[src/rtl/abft_pkg.sv]
// Shared definitions for the ABFT checksum encoder: default geometry,
// controller state encoding and a reference row-sum helper.
package abft_pkg;

    localparam int DW_DEFAULT    = 8;
    localparam int N_DEFAULT     = 4;
    localparam int SUM_W_DEFAULT = DW_DEFAULT + $clog2(N_DEFAULT);

    typedef enum logic [1:0] {
        ST_ROWS  = 2'd0,
        ST_CHK   = 2'd1,
        ST_DRAIN = 2'd2
    } enc_state_e;

    // Sum of the N default-width elements of a row, widened so it cannot overflow.
    function automatic logic [SUM_W_DEFAULT-1:0] sum_row(
        input logic [N_DEFAULT*DW_DEFAULT-1:0] row
    );
        logic [SUM_W_DEFAULT-1:0] acc;
        acc = '0;
        for (int j = 0; j < N_DEFAULT; j++) begin
            acc = acc + SUM_W_DEFAULT'(row[j*DW_DEFAULT +: DW_DEFAULT]);
        end
        return acc;
    endfunction

endpackage

[src/rtl/abft_row_adder.sv]
// Combinational N-input unsigned adder tree. Inputs are zero-extended to OW
// before summing; OW must be wide enough for N*(2^IW-1). N is a power of two.
module abft_row_adder #(
    parameter int N  = 4,
    parameter int IW = 8,
    parameter int OW = 10
) (
    input  logic [N*IW-1:0] in_vec,
    output logic [OW-1:0]   sum
);

    // Heap-ordered tree: leaves at [N-1 .. 2N-2], node i = child(2i+1) + child(2i+2).
    logic [OW-1:0] node [2*N-1];

    // Build the tree bottom-up.
    always_comb begin
        for (int i = 0; i < 2*N-1; i++) begin
            node[i] = '0;
        end
        for (int j = 0; j < N; j++) begin
            node[N-1+j] = OW'(in_vec[j*IW +: IW]);
        end
        for (int i = N-2; i >= 0; i--) begin
            node[i] = node[2*i+1] + node[2*i+2];
        end
    end

    assign sum = node[0];

endmodule

[src/rtl/abft_checksum_encoder.sv]
// ABFT checksum encoder: widens each incoming row and attaches its row sum,
// then emits one checksum row (column sums + grand total) per N-row block.
// Optional fault injection on a chosen data element: ABFT_ENC_FAULT_INJ_EN.
//
// state    | meaning
// ---------+----------------------------------------------------------
// ST_ROWS  | accepting data rows, accumulating column sums
// ST_CHK   | all N rows taken; load checksum row once output slot frees
// ST_DRAIN | checksum row on the output, waiting for out_ready
module abft_checksum_encoder
    import abft_pkg::*;
#(
    parameter int DW = DW_DEFAULT,
    parameter int N  = N_DEFAULT,
    localparam int LGN = $clog2(N),
    localparam int CW  = DW + LGN,
    localparam int TW  = DW + 2*LGN
) (
    input  logic            clk,
    input  logic            rst,
    input  logic            in_valid,
    output logic            in_ready,
    input  logic [N*DW-1:0] in_row,
`ifdef ABFT_ENC_FAULT_INJ_EN
    input  logic            inj_en,
    input  logic [LGN-1:0]  inj_row,
    input  logic [LGN-1:0]  inj_col,
    input  logic [DW-1:0]   inj_mask,
`endif
    output logic            out_valid,
    input  logic            out_ready,
    output logic [N*CW-1:0] out_row,
    output logic [TW-1:0]   out_rsum,
    output logic            out_chk,
    output logic            out_last
);

    enc_state_e      state_q, state_d;
    logic [LGN-1:0]  row_cnt_q, row_cnt_d;
    logic [N*CW-1:0] col_acc_q, col_acc_d;
    logic            out_valid_q, out_valid_d;
    logic [N*CW-1:0] out_row_q, out_row_d;
    logic [TW-1:0]   out_rsum_q, out_rsum_d;
    logic            out_chk_q, out_chk_d;

    logic [CW-1:0]   row_sum;
    logic [TW-1:0]   grand_sum;
    logic [N*CW-1:0] row_wide;
    logic [N*CW-1:0] row_emit;
    logic [N*CW-1:0] col_next;
    logic            slot_free;
    logic            accept;

    abft_row_adder #(.N(N), .IW(DW), .OW(CW)) u_row_sum (
        .in_vec (in_row),
        .sum    (row_sum)
    );

    abft_row_adder #(.N(N), .IW(CW), .OW(TW)) u_grand_sum (
        .in_vec (col_acc_q),
        .sum    (grand_sum)
    );

    assign slot_free = !out_valid_q || out_ready;
    assign in_ready  = (state_q == ST_ROWS) && slot_free;
    assign accept    = in_valid && in_ready;

    // Zero-extend the incoming row and advance the column accumulators.
    always_comb begin
        row_wide = '0;
        col_next = '0;
        for (int j = 0; j < N; j++) begin
            row_wide[j*CW +: CW] = CW'(in_row[j*DW +: DW]);
            col_next[j*CW +: CW] = col_acc_q[j*CW +: CW] + CW'(in_row[j*DW +: DW]);
        end
    end

    // Emitted data row; an injected fault corrupts only the output copy so the
    // checksums stay clean and the downstream checker sees the discrepancy.
    always_comb begin
        row_emit = row_wide;
`ifdef ABFT_ENC_FAULT_INJ_EN
        if (inj_en && (inj_row == row_cnt_q)) begin
            row_emit[int'(inj_col)*CW +: CW] = row_wide[int'(inj_col)*CW +: CW] ^ CW'(inj_mask);
        end
`endif
    end

    // Next-state and output-register load logic.
    always_comb begin
        state_d     = state_q;
        row_cnt_d   = row_cnt_q;
        col_acc_d   = col_acc_q;
        out_valid_d = out_valid_q;
        out_row_d   = out_row_q;
        out_rsum_d  = out_rsum_q;
        out_chk_d   = out_chk_q;

        case (state_q)
            ST_ROWS: begin
                if (accept) begin
                    out_row_d   = row_emit;
                    out_rsum_d  = TW'(row_sum);
                    col_acc_d   = col_next;
                    row_cnt_d   = row_cnt_q + 1'b1;
                    out_valid_d = 1'b1;
                    out_chk_d   = 1'b0;
                    if (row_cnt_q == LGN'(N-1)) begin
                        state_d = ST_CHK;
                    end
                end else if (out_valid_q && out_ready) begin
                    out_valid_d = 1'b0;
                end
            end
            ST_CHK: begin
                if (slot_free) begin
                    out_row_d   = col_acc_q;
                    out_rsum_d  = grand_sum;
                    out_chk_d   = 1'b1;
                    out_valid_d = 1'b1;
                    col_acc_d   = '0;
                    row_cnt_d   = '0;
                    state_d     = ST_DRAIN;
                end
            end
            ST_DRAIN: begin
                if (out_ready) begin
                    out_valid_d = 1'b0;
                    out_chk_d   = 1'b0;
                    state_d     = ST_ROWS;
                end
            end
            default: begin
                state_d = ST_ROWS;
            end
        endcase
    end

    // State and output registers with synchronous reset.
    always_ff @(posedge clk) begin
        if (rst) begin
            state_q     <= ST_ROWS;
            row_cnt_q   <= '0;
            col_acc_q   <= '0;
            out_valid_q <= 1'b0;
            out_row_q   <= '0;
            out_rsum_q  <= '0;
            out_chk_q   <= 1'b0;
        end else begin
            state_q     <= state_d;
            row_cnt_q   <= row_cnt_d;
            col_acc_q   <= col_acc_d;
            out_valid_q <= out_valid_d;
            out_row_q   <= out_row_d;
            out_rsum_q  <= out_rsum_d;
            out_chk_q   <= out_chk_d;
        end
    end

    assign out_valid = out_valid_q;
    assign out_row   = out_row_q;
    assign out_rsum  = out_rsum_q;
    assign out_chk   = out_chk_q;
    assign out_last  = out_chk_q;

endmodule

[config.mk]
export PLATFORM = sky130hd
export DESIGN_NAME = abft_checksum_encoder
export DESIGN_NICKNAME = d
export VERILOG_FILES = /design/src/rtl/abft_pkg.sv /design/src/rtl/abft_row_adder.sv /design/src/rtl/abft_checksum_encoder.sv
export SDC_FILE = /design/constraint.sdc
export NUM_CORES = 1
export LEC_CHECK = 0
export ABC_AREA = 0
export BUFFER_PORTS_ARGS = -buffer_cell sky130_fd_sc_hd__buf_2
export CAP_MARGIN = 20
export CORE_MARGIN = 2
export CORE_UTILIZATION = 55
export CTS_CLUSTER_SIZE = 24
export DETAILED_ROUTE_END_ITERATION = 8
export HOLD_SLACK_MARGIN = 0.03
export MAX_ROUTING_LAYER = met4
export PLACE_DENSITY_LB_ADDON = 0.08
export SLEW_MARGIN = 20
export SYNTH_ARGS = -nofsm -noshare
export SYNTH_HDL_FRONTEND = slang
export SYNTH_SLANG_ARGS = --single-unit
[constraint.sdc]
create_clock -name clk -period 3.6 [get_ports clk]
set_clock_uncertainty 0.05 [all_clocks]
set_input_delay 0.54 -clock clk [delete_from_list [all_inputs] [get_ports clk]]
set_output_delay 0.54 -clock clk [all_outputs]
set_load 0.01 [all_outputs]
======== After elaboration in Yosys (flattened, before gate mapping) ========
Index checks and enable logic that the tools add are counted.
word-level totals
  register bits after elaboration ......... 98
  bits of input ports ..................... 36
  output and inout bits ................... 56
  logic and storage cells ................. 62
cells by class
  add/subtract/negate cells ............... 11
  equality and inequality tests ........... 8
  mux-type cells .......................... 24
  reduce and logical (&&, ||, !) cells .... 12
operators by type and width
  kind                                                                      number
  40-bit 2-to-1 mux                                                         4
  40-bit one-hot mux with 2 select lines                                    2
  10-bit by 8-bit adder with 10-bit output                                  4
  12-bit 2-to-1 mux                                                         2
  12-bit one-hot mux with 2 select lines                                    1
  10-bit by 10-bit adder with 11-bit output                                 2
  8-bit by 8-bit adder with 9-bit output                                    2
  12-bit adder                                                              1
  2-bit 2-to-1 mux                                                          6
  4-bit AND reduction                                                       3
  10-bit adder                                                              1
  2-bit inequality test (second input constant)                             3
  1-bit one-hot mux with 3 select lines                                     2
  2-bit one-hot mux with 3 select lines                                     1
  1-bit 2-to-1 mux                                                          5
  2-bit equality test (second input constant)                               2
  2-bit one-hot mux with 2 select lines                                     1
  1-bit logical AND                                                         3
  3-bit by 2-bit inequality test with 1-bit output (second input constant)  1
  3-bit AND reduction                                                       1
  3-bit nonzero test                                                        1
  2-bit by 1-bit adder with 2-bit output (second input constant)            1
  2-bit by 1-bit equality test with 1-bit output (second input constant)    1
  2-bit logical NOT                                                         1
  other kinds (4)                                                           4

======== Logic depth before layout (Yosys ltp) ========
  depth after elaboration ................. 6
  gate-level depth with buffers ........... 15
  depth with buffers taken out ............ 15

======== Cells and area by module ========
A second synthesis with hierarchy kept.
unflattened totals
  cells, all modules ...................... 834
  area, all modules ....................... 7103.1 µm²
by module, submodules not included
  module                        instances  cells an instance  area an instance (µm²)  seq. area each (µm²)
  abft_checksum_encoder         1          611                5302.6                  1961.9
  abft_row_adder (u_grand_sum)  1          126                1014.7                  0.0
  abft_row_adder (u_row_sum)    1          97                 785.8                   0.0

======== Worst setup path before layout ========
OpenSTA, ideal clock, no wires.
  kind .................................... register -> register
  start point ............................. register col_acc_q[21]
  end point ............................... register out_rsum_q[8], in the netlist out_rsum[8]
  setup time .............................. 112 ps
  data arrival time ....................... 2938 ps
  required time ........................... 3438 ps
  path slack .............................. 500 ps
  stages on the path, launching flop included .. 15
  buffers on the path ..................... 0
  clock period less this slack ............ 3100 ps
  cell sequence ........................... dfxtp_1 -> ha_1 -> a21oi_1 -> nor2b_1 -> o31a_1 -> or4_4 -> nand2_1 -> xnor2_1 -> ha_1 -> a21oi_1 -> nand2_1 -> o21ai_0 -> xnor2_1 -> nor2_1 -> a2111oi_1
between the ends
  cells in the longest elaborated chain, start to end .. 4
ends and longest elaborated chain
  element                                    line                          source
  start, declared                            abft_checksum_encoder.sv:40   logic [N*CW-1:0] col_acc_q, col_acc_d;
  start signal, assigned                     abft_checksum_encoder.sv:152  col_acc_q <= col_acc_d;
  10-bit by 10-bit adder with 11-bit output  abft_row_adder.sv:24          node[i] = node[2*i+1] + node[2*i+2];
  12-bit adder                               abft_row_adder.sv:24
  12-bit 2-to-1 mux                          abft_checksum_encoder.sv:116  if (slot_free) begin
  12-bit one-hot mux with 2 select lines     abft_checksum_encoder.sv:99   case (state_q)
  end signal, assigned                       abft_checksum_encoder.sv:155  out_rsum_q <= out_rsum_d;
  end, declared                              abft_checksum_encoder.sv:43   logic [TW-1:0] out_rsum_q, out_rsum_d;
Every way passes these cells. The select of a mux whose other input is x is not followed.
A chain may end at the register's enable or synchronous reset.

======== Worst setup path in the final report ========
  start point ............................. register col_acc_q[20]
  end point ............................... register out_rsum_q[11], in the netlist out_rsum[11]
Same word-level chain as after synthesis.

==> flow_summary_export.csv <==
group,metric,value,unit
sta,timing.final.crit_share,0.954,
global_routing,grt_max_degree,68,
placed_design,post_dp_cell_area,7920,µm²
detailed_routing,via_count,6626,
yosys,netlist_instances,856,
critical_path,r2r_slack,0.16,ns
critical_path,worst-r2r-cell-count,12,
sta,slew_headroom,0.381,
placed_design,hpwl,14800,µm
yosys,synth_common_cells,"117 x nor2_1, 98 x dfxtp_1, 93 x ha_1, 64 x a21oi_1, 46 x a211oi_1",
critical_path,worstPathCellList,"ha_1 > fa_1 > a21o_1 > a21oi_1 > o21ai_0 > o41ai_1 > buf_4 > o21ai_0 > ha_1 > or4_1 > o221ai_1 > a21oi_1",
critical_path,cp.required,3.79,ns
detailed_routing,drt_iter0_drc,382,
sta,hold_viol_final,0,
worst_hold_path,min_path_type,"flip-flop to flip-flop",
global_routing,grt_remaining_overflow,0,
clock_network,path_clk_slew,0.07,ns
critical_path,r2r-end,"out_rsum[11]",
clock_network,root_buffer,"clkbuf_16",
global_routing,antenna_found_initial,0,
detailed_routing,routed_wl,19500,µm
sta,fmax,291,MHz
floorplanning,coreArea,13100,µm²
critical_path,crit_slowest_cell,"or4_1",
yosys,yosys_register_bits,98,
critical_path,reg2reg_from,"col_acc_q[20]",
critical_path,crit_path_max_incr_delay,0.54,ns
clock_network,clkLatencyLatePin,0.37,ns
floorplanning,die_w,119,µm
critical_path,endpoint_kind,"flip-flop",
outcome,outcome,"completed",
sta,finalSetupViolCount,0,
cells_and_area,fin_area,8210,µm²
yosys,yosysUniqueCellTypes,62,
yosys,syn_area,7310,µm²
floorplanning,rows,42,
run,cap_violations,0,
critical_path,path_buf_inv,1,
critical_path,critPathTopFamily,"compound AO/OA/AOI/OAI gates",
yosys,synthesis.nets,995,
clock_network,clock_sinks,98,
yosys,synth_flop_cell,"dfxtp_1",
global_routing,grt_usage,0.282,
critical_path,crit_start,"col_acc_q[20]",
detailed_routing,drtAntennaViolNets,0,
clock_network,cts_buffers,9,
cells_and_area,nNetsFinal,1071,
sta,min_period,3.44,ns
yosys,yosysWarnings,0,
detailed_routing,drcViolationCount,0,
floorplanning,die-area,14200,µm²
cells_and_area,areaGrowthSynthToFinish,12.3,%
sta,worst_pin_slew,0.928,ns
power,leakage,3.67,nW
power,p_per_area,463,nW/µm²
placed_design,port-buffer-count,91,
floorplanning,initial_utilization,0.557,
sta,drv_slew,0,
yosys,syn_area_per_cell,8.54,µm²
critical_path,worst-setup-path-type,"flip-flop to flip-flop",
yosys,seq_area_frac_synth,0.268,
cells_and_area,drive_above_1_share,0.145,
sta,grt_setup_unrepaired,"true",
yosys,ys_async_sr_fraction,0,
global_routing,grt_pass1_vias,6434,
detailed_routing,firstDrtPassIters,4,
yosys,yosys.area.top_type,"dfxtp_1",
cells_and_area,final_util,0.625,
power,ir_drop,0.000250,V
yosys,synth_top_area_share,0.268,
clock_network,post_cts_buffers,0,
sta,fin_hold_ws,0.403,ns
clock_network,htreeDepth,3,
yosys,synth.most_common_cell,"nor2_1",
critical_path,cp_max_fo,4,
yosys,synth_edf_count,0,
clock_network,cts_tree,"built",
floorplanning,die_h,119,µm
critical_path,worstSetupEndpoint,"out_rsum[11]",
floorplanning,io_pins,92,
cells_and_area,n_antenna_cell,0,
global_routing,grt_pass1_wl,31200,µm
cells_and_area,nFillCells,1210,
critical_path,cp.arrival,3.62,ns
placed_design,gp_congestion,0.865,
critical_path,cp-start-kind,"flip-flop",
yosys,post_synth_main_area_contributors,"dfxtp_1 27%, ha_1 16%, nor2_1 6.0%, xnor2_1 5.3%, mux2i_1 5.1%",
clock_network,cts_buffer_depth,2,
detailed_routing,viasPerCell,5.95,
detailed_routing,wl_per_cell,17.5,µm
critical_path,crit_cells,12,
[state kept, by name, summed over array words and instances (netlist names)]
register,count
out_valid,1
out_row,40
out_chk,1
out_rsum,12
col_acc_q,40
row_cnt_q,2
state_q,2
[placed cells by master (no fill, tap or decap), types with 15 or more instances in the layout]
cell type	count
nor3_1	17
ha_1	92
a21o_1	21
nor2_1	116
o21ai_0	34
a22oi_1	16
xnor2_1	44
inv_1	25
buf_2	91
xor2_1	15
dfxtp_1	94
a211oi_1	46
a21oi_1	64
nand2_1	45
mux2i_1	37
[worst min path at each step]
| stage | startpoint | end | slack, ns | cells after the start |
|---|---|---|---|---|
| 2_1_floorplan | out_rsum[1] | out_rsum[1] | 0.43 | 2 |
| 3_3_place_gp | out_row[38] | out_row[38] | 0.39 | 2 |
| 3_5_place_dp | out_row[28] | out_row[28] | 0.40 | 2 |
| 4_1_cts | out_row[28] | out_row[28] | 0.41 | 2 |
| 5_1_grt | out_row[9] | out_row[9] | 0.43 | 2 |
| 6_report | out_row[28] | out_row[28] | 0.40 | 2 |
[repair_timing]
item | in CTS | in global routing
hold endpoints to repair | 0 | 0
endpoints found under the setup margin | 0 | 4
hold buffers | 0 | 0
gates resized for setup | 0 | 6
[cell families (layout without fill, tap and decap cells)]
kind of cell | after synthesis | count (layout) | synth area share
fa+ha+maj | 103 | 103 | 0.186
buf+inv | 62 | 143 | 0.0356
compound gates | 259 | 259 | 0.239
mux | 40 | 40 | 0.0553
xor+xnor | 59 | 59 | 0.0707
flops | 98 | 98 | 0.268
simple gates | 235 | 235 | 0.145
[worst min-delay path: cells and delay by family, from the launching register on]
family           cells  cell delay (ns)
AO/OA/AOI/OAI        1             0.05
flip-flops           1             0.31
AND/OR/NAND/NOR      1             0.05
[where the power goes]
part	total [mW]	switching [mW]	internal, mW
logic	1.53	0.845	0.686
clock network	0.959	0.452	0.506
registers	1.31	0.115	1.19
[stage by stage]
stage	setup TNS (ns)	total power, mW	cells	worst slack (ns)
2_1_floorplan	0	2.45	856	0.500
3_3_place_gp	0	2.79	1097	0.163
3_5_place_dp	0	2.84	1097	0.135
4_1_cts	0	3.79	1113	0.137
5_1_grt	-0.0170	4.03	1113	-0.0170
6_report	0	3.80	1113	0.165
[area by class of cell]
| type | instances | area (µm²) | share of cell area |
|---|---|---|---|
| Multi-Input combinational cell | 696 | 5110 | 0.622 |
| Inverter | 25 | 93.8 | 0.0114 |
| Tap cell | 176 | 220 | 0.0268 |
| Clock inverter | 4 | 26.3 | 0.00320 |
| Sequential cell | 98 | 1970 | 0.240 |
| Clock buffer | 12 | 256 | 0.0312 |
| Timing Repair Buffer | 102 | 538 | 0.0655 |
[layer usage]
| layer | vias up | track usage | routed length (µm) |
|---|---|---|---|
| li1 | 3288 | - | - |
| met1 | 3131 | 0.340 | 8740 |
| met2 | 178 | 0.488 | 9410 |
| met3 | 29 | 0.0321 | 848 |
| met4 | 0 | 0.104 | 463 |
| met5 | - | - | 0 |
No activity file was read; power rests on OpenSTA's default activity.
